==> src/rtl/sonar_scheduler.sv <==
// Round-robin ultrasonic sensor scheduler.
// Fires one HC-SR04-style sensor at a time, times its echo on a shared
// datapath, converts the high time to centimetres and holds the latest
// distance and status for every sensor until that sensor is measured again.
module sonar_scheduler #(
  parameter int NUM_SENSORS    = 3,
  parameter int DIST_W         = 8,
  parameter int TRIG_CYCLES    = 500,
  parameter int CYCLES_PER_CM  = 2900,
  parameter int TIMEOUT_CYCLES = 1500000,
  parameter int GAP_CYCLES     = 500000
) (
  input  logic                           clk,
  input  logic                           rst,
  input  logic                           enable,
  input  logic [NUM_SENSORS-1:0]         echo,
  output logic [NUM_SENSORS-1:0]         trig,
  output logic [NUM_SENSORS*DIST_W-1:0]  distance,
  output logic [NUM_SENSORS-1:0]         valid,
  output logic [NUM_SENSORS-1:0]         timeout,
  output logic                           sample_stb,
  output logic [$clog2(NUM_SENSORS)-1:0] active_idx
);

  localparam int IW        = $clog2(NUM_SENSORS);
  localparam int PHASE_MAX = (TRIG_CYCLES > GAP_CYCLES) ? TRIG_CYCLES : GAP_CYCLES;
  localparam int PW        = $clog2(PHASE_MAX + 1);
  localparam int TW        = $clog2(TIMEOUT_CYCLES + 1);
  localparam int SW        = $clog2(CYCLES_PER_CM + 1);

  localparam logic [PW-1:0]          TRIG_LAST = PW'(TRIG_CYCLES - 1);
  localparam logic [PW-1:0]          GAP_LAST  = PW'(GAP_CYCLES - 1);
  localparam logic [TW-1:0]          TO_LAST   = TW'(TIMEOUT_CYCLES - 1);
  localparam logic [SW-1:0]          CM_LAST   = SW'(CYCLES_PER_CM - 1);
  localparam logic [IW-1:0]          IDX_LAST  = IW'(NUM_SENSORS - 1);
  localparam logic [DIST_W-1:0]      DIST_MAX  = {DIST_W{1'b1}};
  localparam logic [NUM_SENSORS-1:0] TRIG_ONE  = NUM_SENSORS'(1);

  typedef enum logic [2:0] {IDLE, TRIG, WAIT_RISE, MEASURE, GAP} state_t;

  state_t                              state;
  logic [NUM_SENSORS-1:0]              echo_meta;
  logic [NUM_SENSORS-1:0]              echo_s;
  logic [NUM_SENSORS-1:0]              echo_d;
  logic [PW-1:0]                       phase_cnt;
  logic [TW-1:0]                       to_cnt;
  logic [SW-1:0]                       sub_cnt;
  logic [DIST_W-1:0]                   cm_cnt;
  logic [NUM_SENSORS-1:0][DIST_W-1:0]  dist_q;
  logic                                cur_echo;
  logic                                cur_prev;
  logic [IW-1:0]                       next_idx;

  assign cur_echo = echo_s[active_idx];
  assign cur_prev = echo_d[active_idx];
  assign next_idx = (active_idx == IDX_LAST) ? '0 : active_idx + IW'(1);
  assign distance = dist_q;

  // Centimetre counter increment that sticks at the all-ones value.
  function automatic logic [DIST_W-1:0] sat_inc(input logic [DIST_W-1:0] v);
    if (v == DIST_MAX) begin
      return v;
    end else begin
      return v + DIST_W'(1);
    end
  endfunction

  // Two-flop echo synchroniser plus a history stage so both edges share one latency.
  always_ff @(posedge clk or posedge rst) begin
    if (rst) begin
      echo_meta <= '0;
      echo_s    <= '0;
      echo_d    <= '0;
    end else begin
      echo_meta <= echo;
      echo_s    <= echo_meta;
      echo_d    <= echo_s;
    end
  end

  // Scheduler FSM: owns trig, the shared timing counters and all per-sensor results.
  always_ff @(posedge clk or posedge rst) begin
    if (rst) begin
      state      <= IDLE;
      trig       <= '0;
      dist_q     <= '0;
      valid      <= '0;
      timeout    <= '0;
      sample_stb <= 1'b0;
      active_idx <= '0;
      phase_cnt  <= '0;
      to_cnt     <= '0;
      sub_cnt    <= '0;
      cm_cnt     <= '0;
    end else begin
      sample_stb <= 1'b0;
      case (state)
        IDLE: begin
          trig <= '0;
          if (enable) begin
            state     <= TRIG;
            trig      <= TRIG_ONE << active_idx;
            phase_cnt <= '0;
          end
        end
        TRIG: begin
          if (phase_cnt == TRIG_LAST) begin
            trig   <= '0;
            to_cnt <= '0;
            state  <= WAIT_RISE;
          end else begin
            phase_cnt <= phase_cnt + PW'(1);
          end
        end
        WAIT_RISE: begin
          if (to_cnt == TO_LAST) begin
            dist_q[active_idx]  <= DIST_MAX;
            valid[active_idx]   <= 1'b1;
            timeout[active_idx] <= 1'b1;
            sample_stb          <= 1'b1;
            phase_cnt           <= '0;
            state               <= GAP;
          end else begin
            to_cnt <= to_cnt + TW'(1);
            // A line already high on entry has echo_d set, so it never looks like a rise.
            if (cur_echo && !cur_prev) begin
              state <= MEASURE;
              if (CYCLES_PER_CM == 1) begin
                sub_cnt <= '0;
                cm_cnt  <= DIST_W'(1);
              end else begin
                sub_cnt <= SW'(1);
                cm_cnt  <= '0;
              end
            end
          end
        end
        MEASURE: begin
          // Falling edge is tested first so it wins over a coincident timeout.
          if (!cur_echo) begin
            dist_q[active_idx]  <= cm_cnt;
            valid[active_idx]   <= 1'b1;
            timeout[active_idx] <= 1'b0;
            sample_stb          <= 1'b1;
            phase_cnt           <= '0;
            state               <= GAP;
          end else if (to_cnt == TO_LAST) begin
            dist_q[active_idx]  <= DIST_MAX;
            valid[active_idx]   <= 1'b1;
            timeout[active_idx] <= 1'b1;
            sample_stb          <= 1'b1;
            phase_cnt           <= '0;
            state               <= GAP;
          end else begin
            to_cnt <= to_cnt + TW'(1);
            if (sub_cnt == CM_LAST) begin
              sub_cnt <= '0;
              cm_cnt  <= sat_inc(cm_cnt);
            end else begin
              sub_cnt <= sub_cnt + SW'(1);
            end
          end
        end
        GAP: begin
          trig <= '0;
          if (phase_cnt == GAP_LAST) begin
            active_idx <= next_idx;
            phase_cnt  <= '0;
            if (enable) begin
              state <= TRIG;
              trig  <= TRIG_ONE << next_idx;
            end else begin
              state <= IDLE;
            end
          end else begin
            phase_cnt <= phase_cnt + PW'(1);
          end
        end
        default: begin
          state <= IDLE;
          trig  <= '0;
        end
      endcase
    end
  end

endmodule

==> config.mk <==
export PLATFORM = sky130hd
export DESIGN_NAME = sonar_scheduler
export DESIGN_NICKNAME = d
export VERILOG_FILES = /design/src/rtl/sonar_scheduler.sv
export SDC_FILE = /design/constraint.sdc
export NUM_CORES = 1
export LEC_CHECK = 0
export ABC_AREA = 1
export CAP_MARGIN = 40
export CORE_MARGIN = 2
export CORE_UTILIZATION = 60
export DETAILED_ROUTE_END_ITERATION = 12
export PLACE_DENSITY = 0.81
export SETUP_SLACK_MARGIN = 0.1
export SYNTH_ARGS = -nofsm -noshare
export SYNTH_HDL_FRONTEND = slang
export SYNTH_SLANG_ARGS = --single-unit
==> constraint.sdc <==
create_clock -name clk -period 5.6 [get_ports clk]
set_clock_uncertainty 0.2 [all_clocks]
set_input_delay 1.12 -clock clk [delete_from_list [all_inputs] [get_ports clk]]
set_output_delay 1.12 -clock clk [all_outputs]
set_load 0.05 [all_outputs]
Word level (Yosys, flattened, before mapping)
Cells that the tools add are included.
W data, S select, Z words.
- magnitude comparators: 2
- shift operators: 2
- divide/modulo/power cells: 0
- reductions and logical operators: 15
- multipliers: 0
- bitwise operators: 6
- mux-type cells: 59
- add/sub/neg operators: 5
- equality and inequality tests: 22
- operators with widths (kind ; number):
    $mux W19 ; 5
    $pmux W19 S5 ; 1
    $mux W21 ; 3
    $pmux W21 S3 ; 1
    $mux W12 ; 5
    $mux W8 ; 7
    $mux W24 ; 2
    $pmux W24 S2 ; 1
    $mux W3 ; 15
    $bwmux W24 ; 1
    $or A24 B24 Y24 ; 1
    $pmux W12 S2 ; 1
    $add A21 B1 Y21 const B ; 1
    $eq A21 B21 Y1 const B ; 1
    $ne A2 B2 Y1 const B ; 10
    $add A19 B1 Y19 const B ; 1
    $eq A19 B19 Y1 const B ; 1
    $eq A19 B9 Y1 const B ; 1
    $demux W8 S2 ; 1
    $pmux W8 S2 ; 1
    $pmux W3 S5 ; 1
    $add A12 B1 Y12 const B ; 1
    $eq A12 B12 Y1 const B ; 1
    $pmux W3 S2 ; 2
    other kinds (32) ; 46
- output and inout port bits: 36
- bits in registers: 108
- latch bits: 0
- bits in writable memories: 0
- memory bits (read-only): 0
- word-level logic and storage cells: 127
- memories: 0
- bits of input ports: 6

Longest topological paths before layout
Gate-level depths: netlist of the first run.
- word-level depth: 8
- gate-level depth with buffers: 12
- mapped depth without buffers: 12

Worst setup path before layout of the first run
Ideal clock, no wire load.
- path type: reg2reg
- from: register active_idx[1]
- to: register sub_cnt[11]
- library setup time: 119 ps
- stages on the path, launching flop included: 9
- arrival time: 1793 ps
- data required time: 5281 ps
- clock period less this slack: 2112 ps
- slack: 3488 ps
- buffers on the path: 1
- cells stage by stage: dfrtp_1 -> nand3_2 -> nand4_4 -> nand3_4 -> nor2_8 -> inv_6 -> buf_8 -> nand2_1 -> o21ai_2
- longest elaborated chain between the ends: 6
- elaborated cells between the ends (all ways): 9
- those cells by class: 2 x eq/ne; 4 x mux; 3 x reduce/logical
- ends and longest elaborated chain (what ; RTL line ; source):
    start, declared ; 22 ; output logic [$clog2(NUM_SENSORS)-1:0] active_idx
    start signal, assigned ; 167 ; active_idx <= next_idx;
    $bmux W1 S2 ; 55 ; assign cur_prev = echo_d[active_idx];
    $mux W1 (not written as such) ; 55 ;
    $logic_not A1 Y1 ; 126 ; if (cur_echo && !cur_prev) begin
    $logic_and A1 B1 Y1 ; 126 ;
    $ne A2 B2 Y1 (no line) ; n/a ;
    $reduce_and A5 Y1 (no line) (*) ; n/a ;
    end signal, assigned ; 160 ; sub_cnt <= sub_cnt + SW'(1);
    end, declared ; 47 ; logic [SW-1:0] sub_cnt;
Mark *: on every way between the ends. The rest lies on a longest branch, timed or not. The select of a mux whose other input is x is not followed.
A chain may end at the register's enable or synchronous reset.

Final worst setup path of the first run
- from: register active_idx[1]
- to: output active_idx[1]
No word-level cell between the ends.

==> results of run 1 <==
metal layers:
layer	wire length (um)	global-route usage [%]	up-vias	share of wire, %
met5	0	0	-	0
met4	222	7.24	0	1.6
met3	731	7.17	20	5.2
met1	6340	35.9	2620	45
met2	6810	43.8	154	48
li1	-	-	2726	-
per-stage QoR:
stage	setup slack, ps	power [mW]
4_1_cts	2430	2.34
3_3_place_gp	2650	1.81
3_5_place_dp	2660	1.83
6_report	2450	2.33
5_1_grt	2370	2.47
2_1_floorplan	1430	1.65
worst max-delay path by stage:
| stage | endpoint | slack (ps) | from |
|---|---|---|---|
| after floorplan | active_idx[0]$_DFFE_PP0P_ | 1430 | rst |
| final | active_idx[1] | 2450 | active_idx[1]$_DFFE_PP0P_ |
| after global routing | active_idx[1] | 2370 | active_idx[1]$_DFFE_PP0P_ |
| after detailed placement | phase_cnt[5]$_DFFE_PP0P_ | 2660 | enable |
| after CTS | active_idx[1] | 2430 | active_idx[1]$_DFFE_PP0P_ |
| after global placement | sub_cnt[11]$_DFFE_PP0P_ | 2650 | rst |
power by group through the flow:
stage	registers [mW]	clock network, mW	logic [mW]
6_report	0.934	0.497	0.900
5_1_grt	0.945	0.539	0.985
4_1_cts	0.932	0.506	0.900
3_5_place_dp	0.945	0	0.889
3_3_place_gp	0.941	0	0.869
2_1_floorplan	1.04	0	0.609
registers in the layout, indices dropped and copies added, names as in the netlist, 3 cells and up:
signal and flops:
timeout 3, cm_cnt 8, valid 3, to_cnt 21
echo_meta 3, sub_cnt 12, trig 3, state 3
phase_cnt 19, echo_s 3, echo_d 3, distance 24
cell type report:
type                       count  share of cell area [%]
timing repair buffer          43                    6.48
multi-input combinational    594                    42.5
clock buffer                  11                    1.91
clock inverter                 5                   0.965
inverter                     115                    6.39
tap                          133                    2.42
sequential                   108                    39.3
cell usage in the layout (no fill, tap or decap), types with 16 or more instances in the layout:
master / count
nor2_1: 104
inv_1: 107
nand3_1: 75
nand4_1: 17
o21ai_1: 21
xor2_1: 19
a21oi_1: 16
clkdlybuf4s50_1: 41
dfrtp_1: 108
a22oi_1: 16
nand2_1: 243
cell families (layout without fill, tap and decap cells):
kind of cell | count (synthesis) | count (layout)
AOI/OAI and AO/OA | 81 | 81
buffers and inverters | 131 | 174
adders and majority gates | 4 | 4
DFF | 108 | 108
xor gates and xnor gates | 23 | 23
and+or+nand+nor | 486 | 486
==> key figures, run 1 <==
Status
  – Status: completed

Finish
  – Area grow syn2layout: 11.5%
  – Multi-input gate area: 2920 um^2
  – FF+latch area: 2700 um^2
  – Post-layout util: 69.7%
  – # diodes: 0
  – Design Area, Final: 6870 um^2
  – Proportion of layout cells with a drive suffix above 1: 6.96%
  – Layout filler cell count: 797
  – Final #Nets: 881
  – Final std cells w/o fill: 1009

Timing
  – Max frequency: 0.317 GHz
  – WHS: 160 ps
  – Setup Viol. Count Final: 0
  – Pins Over Slew Limit: 0
  – Final hold violation count: 0
  – Min Clock Period, post-route: 3150 ps
  – Rel. slew slack: 46.0%
  – Worst slew pin tran: 808 ps
  – Tcrit/Tclk final: 56.3%
  – Final TNS setup: 0 ps
  – RSZ-0062 raised after global routing: no

Synth
  – Synth Area per Inst: 7.40 um^2
  – Mux contribution to synthesized area: 0%
  – Commonest cells in the synthesized netlist: nand2_1 (243), dfrtp_1 (108), inv_1 (108)
  – Synth Instances: 833
  – Yosys top cell area share: 43.8%
  – Synth warn: 0
  – EDFF count, synth: 0
  – Most common cell in the synthesized netlist: nand2_1
  – Synth Area in Adders: 0.812%
  – Synth Cell Area: 6160 um^2
  – Unique masters post-synth: 41
  – FFs w/ async S/R, synth: 100%
  – Post-Syn Nets: 843
  – Synth Area in Compound Gates: 8.36%
  – Simple-Gate Fraction of Synth Area: 34.9%
  – Synth top area cells: dfrtp_1 (44%), nand2_1 (15%), inv_1 (6.6%)
  – Post-synth top area cell: dfrtp_1
  – Number of synthesized register bits: 108
  – Seq/Total Area, Yosys: 43.8%
  – Combinational family with the most area after synthesis: simple AND/OR/NAND/NOR gates
  – Synth Area in XOR/XNOR: 3.27%
  – Top FF cell, synth: dfrtp_1

Routing
  – 1st-pass router iterations: 5
  – Residual DRC: 0
  – Vias: 5520
  – DRT Wirelength: 14100 um
  – Initial drt markers: 418
  – Final ANT Viol Nets: 0
  – Vias/cell: 5.47
  – Wire per inst: 14.0 um

Clocking
  – Latest clock arrival within the worst-skew pair: 400 ps
  – Post-CTS Hold Buffers: 0
  – Number of setup buffers added after CTS: 0
  – TritonCTS clock tree: built
  – CTS buffer count: 9
  – Clock tree buffer depth: 2
  – Resize count post-CTS: 0
  – Root buf cell: clkbuf_8
  – H-tree depth: 3
  – Clock input transition at the sequential cells of the worst setup and hold paths: 110 ps
  – CTS sink cnt: 108

Floorplanning
  – Die area: 11100 um^2
  – Core footprint: 9860 um^2
  – Placement Rows: 36
  – Initial Util: 62.5%
  – Die X-Extent: 105 um
  – Ports: 42
  – Die height: 105 um

Placement
  – Area after DPL: 6670 um^2
  – I/O Buffers: 41
  – Hpwl dp: 9990 um
  – Placed cells: 993
  – Gpl congestion: 0.914

Pwr
  – Sequential power share: 40.1%
  – Sw Ratio: 44.8%
  – Cell Pwr Density: 339 nW/um^2
  – Gate power share: 38.6%
  – Internal: 1.29 mW
  – Worst vdd ir: 0.422 mV
  – Power share of the clock group: 21.3%
  – Leakage power total: 3.20 nW
  – Sw Pwr: 1.04 mW

Setup path
  – CP Depth: 1
  – Reg-to-Reg End: to_cnt[5]$_DFFE_PP0P_
  – FF-to-FF path depth: 7
  – Arrival @ worst endpoint: 1830 ps
  – CP top delay family: buffers and inverters
  – CP peak stage delay: 880 ps
  – Critical path required time: 4280 ps
  – Setup Crit Path Kind: reg2out
  – CP max-delay cell: clkdlybuf4s50_1
  – Reg2reg setup slack: 3040 ps
  – CP startpoint kind: flop
  – CP cell instances: clkdlybuf4s50_1
  – Reg-to-Reg Start: state[1]$_DFFE_PP0P_
  – Critical path peak fanout: 8
  – Crit. End Element: primary output
  – CP Buf/Inv Count: 1

Run
  – Max-cap violation count: 0

Global route
  – Antenna violations before repair: 0
  – Largest net degree at the start of global routing: 65
  – GRT Util Overall: 27.0%
  – Global route overflow: 0
  – First-pass GRT wire length: 24100 um
  – Vias in the first global route: 5240

Hold path
  – Hold Path Depth: 0
  – Hold Crit Endpoint: echo_s[1]$_DFF_PP0_
  – Hold Crit Class: reg2reg
  – Hold Startpoint: echo_meta[1]$_DFF_PP0_
Power figures use the tool's default switching activity.
==> inputs of run 2 (changes only) <==
--- a/config.mk
+++ b/config.mk
@@ -8,9 +8,9 @@
 export ABC_AREA = 1
 export CAP_MARGIN = 40
 export CORE_MARGIN = 2
-export CORE_UTILIZATION = 60
+export CORE_UTILIZATION = 54
 export DETAILED_ROUTE_END_ITERATION = 12
-export PLACE_DENSITY = 0.81
+export PLACE_DENSITY = 0.77
 export SETUP_SLACK_MARGIN = 0.1
 export SYNTH_ARGS = -nofsm -noshare
 export SYNTH_HDL_FRONTEND = slang
==> constraint.sdc (replaced) <==
create_clock -name clk -period 2.6 [get_ports clk]
set_clock_uncertainty 0.2 [all_clocks]
set_input_delay 0.52 -clock clk [delete_from_list [all_inputs] [get_ports clk]]
set_output_delay 0.52 -clock clk [all_outputs]
set_load 0.05 [all_outputs]
==> run 2 against run 1 <==
Net effect: largest cell class unchanged; total power increased by 140%; combinational power increased by 120%; sequential cell count unchanged; cell area increased by 2.8%; sequential power increased by 120%; critical path depth unchanged; global-route usage decreased by 3.4 points; wire length decreased by 3.5%; worst setup slack got worse by 2100 ps; non-clock buffer count increased by 7; die area increased by 11%.
==> key figures, run 2 (synthesis results as in run 1) <==
Routing
  – DRT Wirelength: 13600 um (was 14100 um)
  – Vias/cell: 5.28 (was 5.47)
  – Final ANT Viol Nets: 0 (unchanged)
  – 1st-pass router iterations: 6 (was 5)
  – Residual DRC: 0 (unchanged)
  – Vias: 5413 (was 5520)
  – Initial drt markers: 420 (was 418)
  – Wire per inst: 13.3 um (was 14.0 um)

Setup path
  – CP startpoint kind: flop (unchanged)
  – Arrival @ worst endpoint: 1570 ps (was 1830 ps)
  – Reg-to-Reg Start: to_cnt[0]$_DFFE_PP0P_ (was state[1]$_DFFE_PP0P_)
  – Setup Crit Path Kind: reg2out (unchanged)
  – Critical path required time: 1880 ps (was 4280 ps)
  – CP peak stage delay: 840 ps (was 880 ps)
  – CP top delay family: buffers and inverters (unchanged)
  – Crit. End Element: primary output (unchanged)
  – Crit path from: distance[5]$_DFFE_PP0P_ (was active_idx[1]$_DFFE_PP0P_)
  – CP cell instances: clkdlybuf4s50_1 (unchanged)
  – CP Buf/Inv Count: 1 (unchanged)
  – Critical path peak fanout: 2 (was 8)
  – CP max-delay cell: clkdlybuf4s50_1 (unchanged)

Timing
  – Tcrit/Tclk final: 88.2%
  – Pins Over Slew Limit: 0 (unchanged)
  – Min Clock Period, post-route: 2290 ps
  – WHS: 152 ps (was 160 ps)
  – RSZ-0062 raised after global routing: no (unchanged)
  – Setup Viol. Count Final: 0 (unchanged)
  – Max frequency: 0.436 GHz
  – Final TNS setup: 0 ps (unchanged)
  – Rel. slew slack: 62.9% (was 46.0%)
  – Final hold violation count: 0 (unchanged)
  – Worst slew pin tran: 556 ps (was 808 ps)

Floorplanning
  – Core footprint: 11300 um^2 (was 9860 um^2)
  – Ports: 42 (unchanged)
  – Initial Util: 54.7% (was 62.5%)
  – Die X-Extent: 111 um (was 105 um)
  – Placement Rows: 39 (was 36)
  – Die area: 12300 um^2 (was 11100 um^2)
  – Die height: 111 um (was 105 um)

Clocking
  – Latest clock arrival within the worst-skew pair: 360 ps (was 400 ps)
  – Clock input transition at the sequential cells of the worst setup and hold paths: 80 ps (was 110 ps)
  – Root buf cell: clkbuf_16 (was clkbuf_8)
  – H-tree depth: 3 (unchanged)
  – CTS sink cnt: 108 (unchanged)
  – Post-CTS Hold Buffers: 0 (unchanged)
  – CTS buffer count: 9 (unchanged)
  – Clock tree buffer depth: 2 (unchanged)
  – TritonCTS clock tree: built (unchanged)

Global route
  – M1 GR Usage: 32.3% (was 35.9%)
  – Global route overflow: 0 (unchanged)
  – Grt met2 use: 37.4% (was 43.8%)
  – Vias in the first global route: 5085 (was 5240)
  – GRT Util Overall: 23.6% (was 27.0%)
  – GRT met3 Usage: 5.47% (was 7.17%)
  – Largest net degree at the start of global routing: 63 (was 65)
  – Top Usage Layer GRT: met2 (unchanged)
  – First-pass GRT wire length: 23800 um (was 24100 um)
  – Antenna violations before repair: 0 (unchanged)

Placement
  – I/O Buffers: 41 (unchanged)
  – Placed cells: 1010 (was 993)
  – Gpl congestion: 0.912 (was 0.914)
  – Hpwl dp: 9480 um (was 9990 um)

Finish
  – Final std cells w/o fill: 1026 (was 1009)
  – Final #Nets: 888 (was 881)
  – Area grow syn2layout: 14.7% (was 11.5%)
  – Commonest non-fill, non-tap cell in the layout: nand2_1 (unchanged)
  – Max reg flops: 24 (unchanged)
  – # diodes: 0 (unchanged)
  – Most frequent cells in the layout: nand2_1 (243), dfrtp_1 (108), inv_1 (107) (unchanged)
  – Proportion of layout cells with a drive suffix above 1: 7.93% (was 6.96%)

Hold path
  – Hold Crit Class: reg2reg (unchanged)
  – Hold Startpoint: echo_meta[0]$_DFF_PP0_ (was echo_meta[1]$_DFF_PP0_)

Status
  – Status: completed (unchanged)

Run
  – Max-cap violation count: 0 (unchanged)

Pwr
  – Cell Pwr Density: 776 nW/um^2 (was 339 nW/um^2)
  – Leakage power total: 3.32 nW (was 3.20 nW)
  – Worst vdd ir: 0.756 mV (was 0.422 mV)
-- run 2: stage by stage --
stage          worst slack, ps  cell area, um^2  total power, mW  util [%]
6_report                   306             7070             5.48      62.7
5_1_grt                    131             7070             5.82      62.7
4_1_cts                    110             7060             5.50      62.6
3_5_place_dp               287             6730             4.00      59.7
3_3_place_gp               340             6730             3.99      59.7
2_1_floorplan              488             6170             3.55         -
-- run 2: repair_timing --
item                                    CTS  global route
setup buffers                             0             0
endpoints found under the setup margin    1            10
hold endpoints to repair                  0             0
gates resized for setup                   1             2
-- run 2: final timing paths --
kind / endpoint / slack, ps / cells past startpoint
worst min-delay path: echo_s[0]$_DFF_PP0_ / 150 / 0
worst max-delay path: distance[5] / 310 / 1
max in group asynchronous: distance[5]$_DFFE_PP0P_ / 1260 / 3
min in group asynchronous: sub_cnt[7]$_DFFE_PP0P_ / 310 / 2
worst max register to register: cm_cnt[3]$_DFFE_PP0P_ / 330 / 9
worst min register to register: echo_s[0]$_DFF_PP0_ / 150 / 0
-- run 2: area by class of cell --
class	instances	area [um^2]
Fill cell	983	4210
Multi-Input combinational cell	594	2930
Sequential cell	108	2700
Timing Repair Buffer	50	492
Inverter	115	440
Clock buffer	9	225
Tap cell	143	179
Clock inverter	7	100
-- run 2: per-layer routing --
layer	share of wire, %	vias up
met5	0	-
met4	1.9	0
met3	4.5	21
met2	46	121
met1	47	2528
li1	-	2743
-- run 2: power by group --
group	switching [mW]	internal [mW]
combinational	1.45	0.537
clock	0.705	0.782
sequential	0.164	1.84
==> inputs of run 3 (changes only) <==
--- a/config.mk
+++ b/config.mk
@@ -8,9 +8,10 @@
 export ABC_AREA = 1
 export CAP_MARGIN = 40
 export CORE_MARGIN = 2
-export CORE_UTILIZATION = 54
+export CORE_UTILIZATION = 53
+export CTS_CLUSTER_DIAMETER = 150
 export DETAILED_ROUTE_END_ITERATION = 12
-export PLACE_DENSITY = 0.77
+export PLACE_DENSITY = 0.76
 export SETUP_SLACK_MARGIN = 0.1
 export SYNTH_ARGS = -nofsm -noshare
 export SYNTH_HDL_FRONTEND = slang
==> run 3 against run 2 <==
Net effect: sequential power about the same; non-clock buffer count is 1 lower; worst hold slack improved by 2.4 ps; wire length shrank 1.8%; critical endpoint is now timeout[2]; largest cell class unchanged.
==> key figures, run 3 (synthesis results as in run 1) <==
Floorplanning
  – Core footprint: 11400 um^2 (was 11300 um^2)
  – Die X-Extent: 112 um (was 111 um)
  – Placement Rows: 39 (unchanged)
  – Die area: 12500 um^2 (was 12300 um^2)
  – Initial Util: 54.2% (was 54.7%)
  – Ports: 42 (unchanged)
  – Die height: 112 um (was 111 um)

Routing
  – Met3 Wirelength: 545 um (was 613 um)
  – M1 WL: 6420 um (was 6430 um)
  – Wire per inst: 13.0 um (was 13.3 um)
  – Final ANT Viol Nets: 0 (unchanged)
  – Residual DRC: 0 (unchanged)
  – 1st-pass router iterations: 4 (was 6)
  – DRT Wirelength: 13400 um (was 13600 um)
  – Vias: 5343 (was 5413)
  – Vias/cell: 5.21 (was 5.28)
  – WL met2: 6260 um (was 6300 um)
  – Max Used Layer: met4 (unchanged)
  – Initial drt markers: 344 (was 420)

Setup path
  – CP startpoint kind: flop (unchanged)
  – CP Buf/Inv Count: 1 (unchanged)
  – Reg-to-Reg End: phase_cnt[18]$_DFFE_PP0P_ (was cm_cnt[3]$_DFFE_PP0P_)
  – Crit. End Element: primary output (unchanged)
  – Critical path required time: 1880 ps (about the same)
  – FF-to-FF path depth: 12 (was 9)
  – Reg2reg setup slack: 330 ps (about the same)
  – CP peak stage delay: 840 ps (about the same)
  – CP max-delay cell: clkdlybuf4s50_1 (unchanged)
  – Arrival @ worst endpoint: 1560 ps (was 1570 ps)
  – Critical path peak fanout: 2 (unchanged)
  – Reg-to-Reg Start: phase_cnt[0]$_DFFE_PP0P_ (was to_cnt[0]$_DFFE_PP0P_)
  – CP cell instances: clkdlybuf4s50_1 (unchanged)
  – Setup Crit Path Kind: reg2out (unchanged)
  – CP top delay family: buffers and inverters (unchanged)

Status
  – Status: completed (unchanged)

Global route
  – GRT Util Overall: 22.8% (was 23.6%)
  – First-pass GRT wire length: 23400 um (was 23800 um)
  – Global route overflow: 0 (unchanged)
  – Antenna violations before repair: 0 (unchanged)
  – Vias in the first global route: 5061 (was 5085)
  – Largest net degree at the start of global routing: 51 (was 63)

Clocking
  – CTS sink cnt: 108 (unchanged)
  – Root buf cell: clkbuf_16 (unchanged)
  – H-tree depth: 3 (unchanged)
  – Clock tree buffer depth: 2 (unchanged)
  – Latest clock arrival within the worst-skew pair: 360 ps (about the same)
  – CTS buffer count: 9 (unchanged)
  – Post-CTS Hold Buffers: 0 (unchanged)
  – TritonCTS clock tree: built (unchanged)
  – Clock input transition at the sequential cells of the worst setup and hold paths: 80 ps (about the same)

Run
  – Max-cap violation count: 0 (unchanged)

Hold path
  – Hold Path Depth: 0 (unchanged)
  – Hold Startpoint: echo_meta[2]$_DFF_PP0_ (was echo_meta[0]$_DFF_PP0_)
  – Hold Crit Class: reg2reg (unchanged)
  – Hold Crit Endpoint: echo_s[2]$_DFF_PP0_ (was echo_s[0]$_DFF_PP0_)

Pwr
  – Tot Pwr: 5.40 mW (was 5.48 mW)
  – Cell Pwr Density: 765 nW/um^2 (was 776 nW/um^2)
  – Leakage power total: 3.31 nW (was 3.32 nW)
  – Worst vdd ir: 0.748 mV (was 0.756 mV)

Placement
  – Gpl congestion: 0.891 (was 0.912)
  – Hpwl dp: 9580 um (was 9480 um)
  – Area after DPL: 6740 um^2 (was 6730 um^2)
  – I/O Buffers: 41 (unchanged)
  – Placed cells: 1009 (was 1010)
  – Worst slack, placed: 312 ps (was 287 ps)

Finish
  – Commonest non-fill, non-tap cell in the layout: nand2_1 (unchanged)
  – Most frequent cells in the layout: nand2_1 (243), dfrtp_1 (108), inv_1 (107) (unchanged)
  – Final #Nets: 887 (was 888)
  – Proportion of layout cells with a drive suffix above 1: 7.82% (was 7.93%)
  – Design Area, Final: 7060 um^2 (was 7070 um^2)
  – Max reg flops: 24 (unchanged)
  – Post-layout util: 62.1% (was 62.7%)
  – # diodes: 0 (unchanged)
  – Final std cells w/o fill: 1025 (was 1026)
  – Area grow syn2layout: 14.6% (was 14.7%)

Timing
  – Worst slew pin tran: 551 ps (was 556 ps)
  – Pins Over Slew Limit: 0 (unchanged)
  – WHS: 155 ps (was 152 ps)
  – Tcrit/Tclk final: 87.8% (was 88.2%)
  – Min Clock Period, post-route: 2280 ps (was 2290 ps)
  – RSZ-0062 raised after global routing: no (unchanged)
  – Rel. slew slack: 63.1% (was 62.9%)
  – Setup Viol. Count Final: 0 (unchanged)
  – Max frequency: 0.438 GHz (was 0.436 GHz)
  – Final hold violation count: 0 (unchanged)
  – Final TNS setup: 0 ps (unchanged)
  – Final WS setup: 318 ps (was 306 ps)
==> run 3: changes by cell type in the layout (fill, tap and decap cells not counted) <==
cell       before  now
buf_4           8    6
clkinv_8        2    4
buf_12          1    2
bufinv_16       1    0
clkinv_4        0    1
inv_6           4    3
inv_8           1    0
==> run 3: how the worst max path moves through the flow <==
stage / start / endpoint / slack [ps] / cells past startpoint
finish: timeout[2]$_DFFE_PP0N_ / timeout[2] / 320 / 1
global route: phase_cnt[0]$_DFFE_PP0P_ / phase_cnt[2]$_DFFE_PP0P_ / 150 / 12
CTS: active_idx[0]$_DFFE_PP0P_ / active_idx[0] / 130 / 1
detailed placement: enable / phase_cnt[1]$_DFFE_PP0P_ / 310 / 6
global placement: enable / phase_cnt[1]$_DFFE_PP0P_ / 360 / 6
floorplan: active_idx[1]$_DFFE_PP0P_ / sub_cnt[11]$_DFFE_PP0P_ / 490 / 8
==> run 3: repair_timing <==
item / 4_1_cts / 5_1_grt
gates resized for setup: 1 / 2
buffers inserted: 0 / 0
setup endpoints to repair: 1 / 9
==> run 3: final cells by class <==
type	count	area, um^2
clock buffers	9	225
multi-input cells	594	2930
flip-flops and latches	108	2700
fillers	1024	4310
repair buffers	49	497
clock inverters	7	91.3
inverters	115	440
well taps	143	179
==> run 3: layer usage <==
metal / global-route usage [%] / vias up
met4: 5.76 / 0
met5: 0 / -
met1: 31.8 / 2495
li1: - / 2745
met2: 36.3 / 91
met3: 5.17 / 12
==> run 3: power by group <==
part	internal (mW)	total (mW)	switching, mW
Combinational	0.544	1.99	1.45
Sequential	1.84	2.01	0.163
Clock	0.692	1.40	0.711
Total	3.08	5.40	2.32
==> RTL edit (flow settings as in run 2) <==
Re-encode `state_t` (5 states) as one-hot, 5 bits wide.
--- a/src/rtl/sonar_scheduler.sv
+++ b/src/rtl/sonar_scheduler.sv
@@ -36,7 +36,7 @@
   localparam logic [DIST_W-1:0]      DIST_MAX  = {DIST_W{1'b1}};
   localparam logic [NUM_SENSORS-1:0] TRIG_ONE  = NUM_SENSORS'(1);
 
-  typedef enum logic [2:0] {IDLE, TRIG, WAIT_RISE, MEASURE, GAP} state_t;
+  typedef enum logic [4:0] {IDLE = 5'b00001, TRIG = 5'b00010, WAIT_RISE = 5'b00100, MEASURE = 5'b01000, GAP = 5'b10000} state_t;
 
   state_t                              state;
   logic [NUM_SENSORS-1:0]              echo_meta;
Function: same outputs for any inputs over 10 cycles, from zero or initial values and one cycle with rst high; not proved beyond that.
==> RTL edit against run 2 <==
Routed wire length up 0.85%. Worst hold slack about the same. Setup slack worse by 0.13 ns. Via count up 0.85%. Total power fell by 16%. Sequential cell count increased by 2. Cell area increased by 0.73%. Area after synthesis rose by 2.8%. Critical path type unchanged. Count of clock-buffer cells in the layout increased by 3. First-iteration DRC count fell by 22%. Highest routed layer unchanged.
==> RTL edit: results (changes against run 2) <==
Setup path
The origin of the critical flop-to-flop path is state[1] (was to_cnt[0]). The critical path data arrival time came to 1.70 ns (was 1.57 ns). The maximum fanout along the worst path is 5 (was 2). The launch point of the critical path is active_idx[1] (was distance[5]).

Drt
The met1 routed wirelength after detailed routing was 6.53 mm (was 6.43 mm). The amount of wire on met3 after detailed routing is 710 um (was 613 um). The number of iterations in the first detailed-routing pass is 5 (was 6). The vias after detailed routing is 5459 (was 5413). The count of routing violations after the opening detailed-route iteration is 326 (was 420). The total length of routed met2 wires came to 6.28 mm (was 6.30 mm).

Global route
The number of global-route vias before repair was 5096 (was 5085). The largest net degree at the start of global routing is 111 (was 63). The fraction of met2 tracks used by global routing is 0.374 (about the same). The met1 layer usage reported by global route is 0.315 (was 0.323).

The global-route track usage on met3 is 0.0632 (was 0.0547).

Pwr
The static leakage power is 3.39 nW (was 3.32 nW). The power attributed to sequential cells is 1.90 mW (was 2.01 mW). The highest ir drop seen on vdd is 0.000637 V (was 0.000756 V). The power dissipated in combinational cells is 1.31 mW (was 1.99 mW).

Synth
The area share of fa/ha/maj cells after synthesis is 0.00790 (was 0.00812). The xor-xnor portion of the synthesized cell area came to 0.0359 (was 0.0327). The synthesized-area fraction occupied by ao, oa, aoi and oai cells is 0.0567 (was 0.0836).

The mean instance size in the synthesized netlist is 7.22 um2 (was 7.40 um2). Synth cell count leaders: sky130_fd_sc_hd__nand2_1 (281), sky130_fd_sc_hd__nor2_1 (124), sky130_fd_sc_hd__dfrtp_1 (109) (was sky130_fd_sc_hd__nand2_1 (243), sky130_fd_sc_hd__dfrtp_1 (108), sky130_fd_sc_hd__inv_1 (108)). The post-synthesis sequential area ratio came to 0.435 (was 0.438).

Finish
The total number of nets in the final design was 922 (was 888). The number of non-clock inverters in the layout was 107 (was 115). The fraction of final layout cells sized beyond drive strength 1 came to 0.0643 (was 0.0793).

The clock buffer count came to 12 (was 9). The number of buffers outside the clock class in the layout is 47 (was 50). The fraction of area in clock buffers and inverters is 0.0403 (was 0.0460). The sequential share of cell area is 0.387 (was 0.382). The multi-input combinational cell count is 637 (was 594).

STA
The transition time at the pin with the least slew margin is 0.582 ns (was 0.556 ns).

Hold path
The origin of the worst min-delay path is echo_meta[1] (was echo_meta[0]).

Place
The final HPWL from detailed placement is 9.58 mm (was 9.48 mm). The global placement routability congestion was 0.898 (was 0.912).

Run status
Run status: completed (unchanged).
## RTL edit: changes by cell type after synthesis, sizes merged, moves of 9 or more
cell and change:
nand2 +46, a22oi -16, o21ai -9, nor2 +16, a21oi +9, nand3 -18
## RTL edit: through the flow
step | hold WS [ns] | instances | util | setup slack, ns
global placement | 0.134 | 1044 | 0.598 | 0.416
detailed placement | 0.140 | 1044 | 0.598 | 0.395
CTS | 0.156 | 1060 | 0.623 | 0.166
finish | 0.153 | 1060 | 0.623 | 0.177
floorplan | 0.131 | 878 | - | 0.551
global route | 0.159 | 1060 | 0.623 | 0.148
## RTL edit: path summary, 6_finish.rpt
| path | end | slack, ns | cells past startpoint |
|---|---|---|---|
| max | active_idx[1] | 0.18 | 1 |
| min | echo_s[1] | 0.15 | 0 |
| max reg2reg | phase_cnt[5] | 0.43 | 12 |
| min reg2reg | echo_s[1] | 0.15 | 0 |
| max in group asynchronous | phase_cnt[10] | 1.28 | 3 |
| min in group asynchronous | distance[3] | 0.48 | 3 |
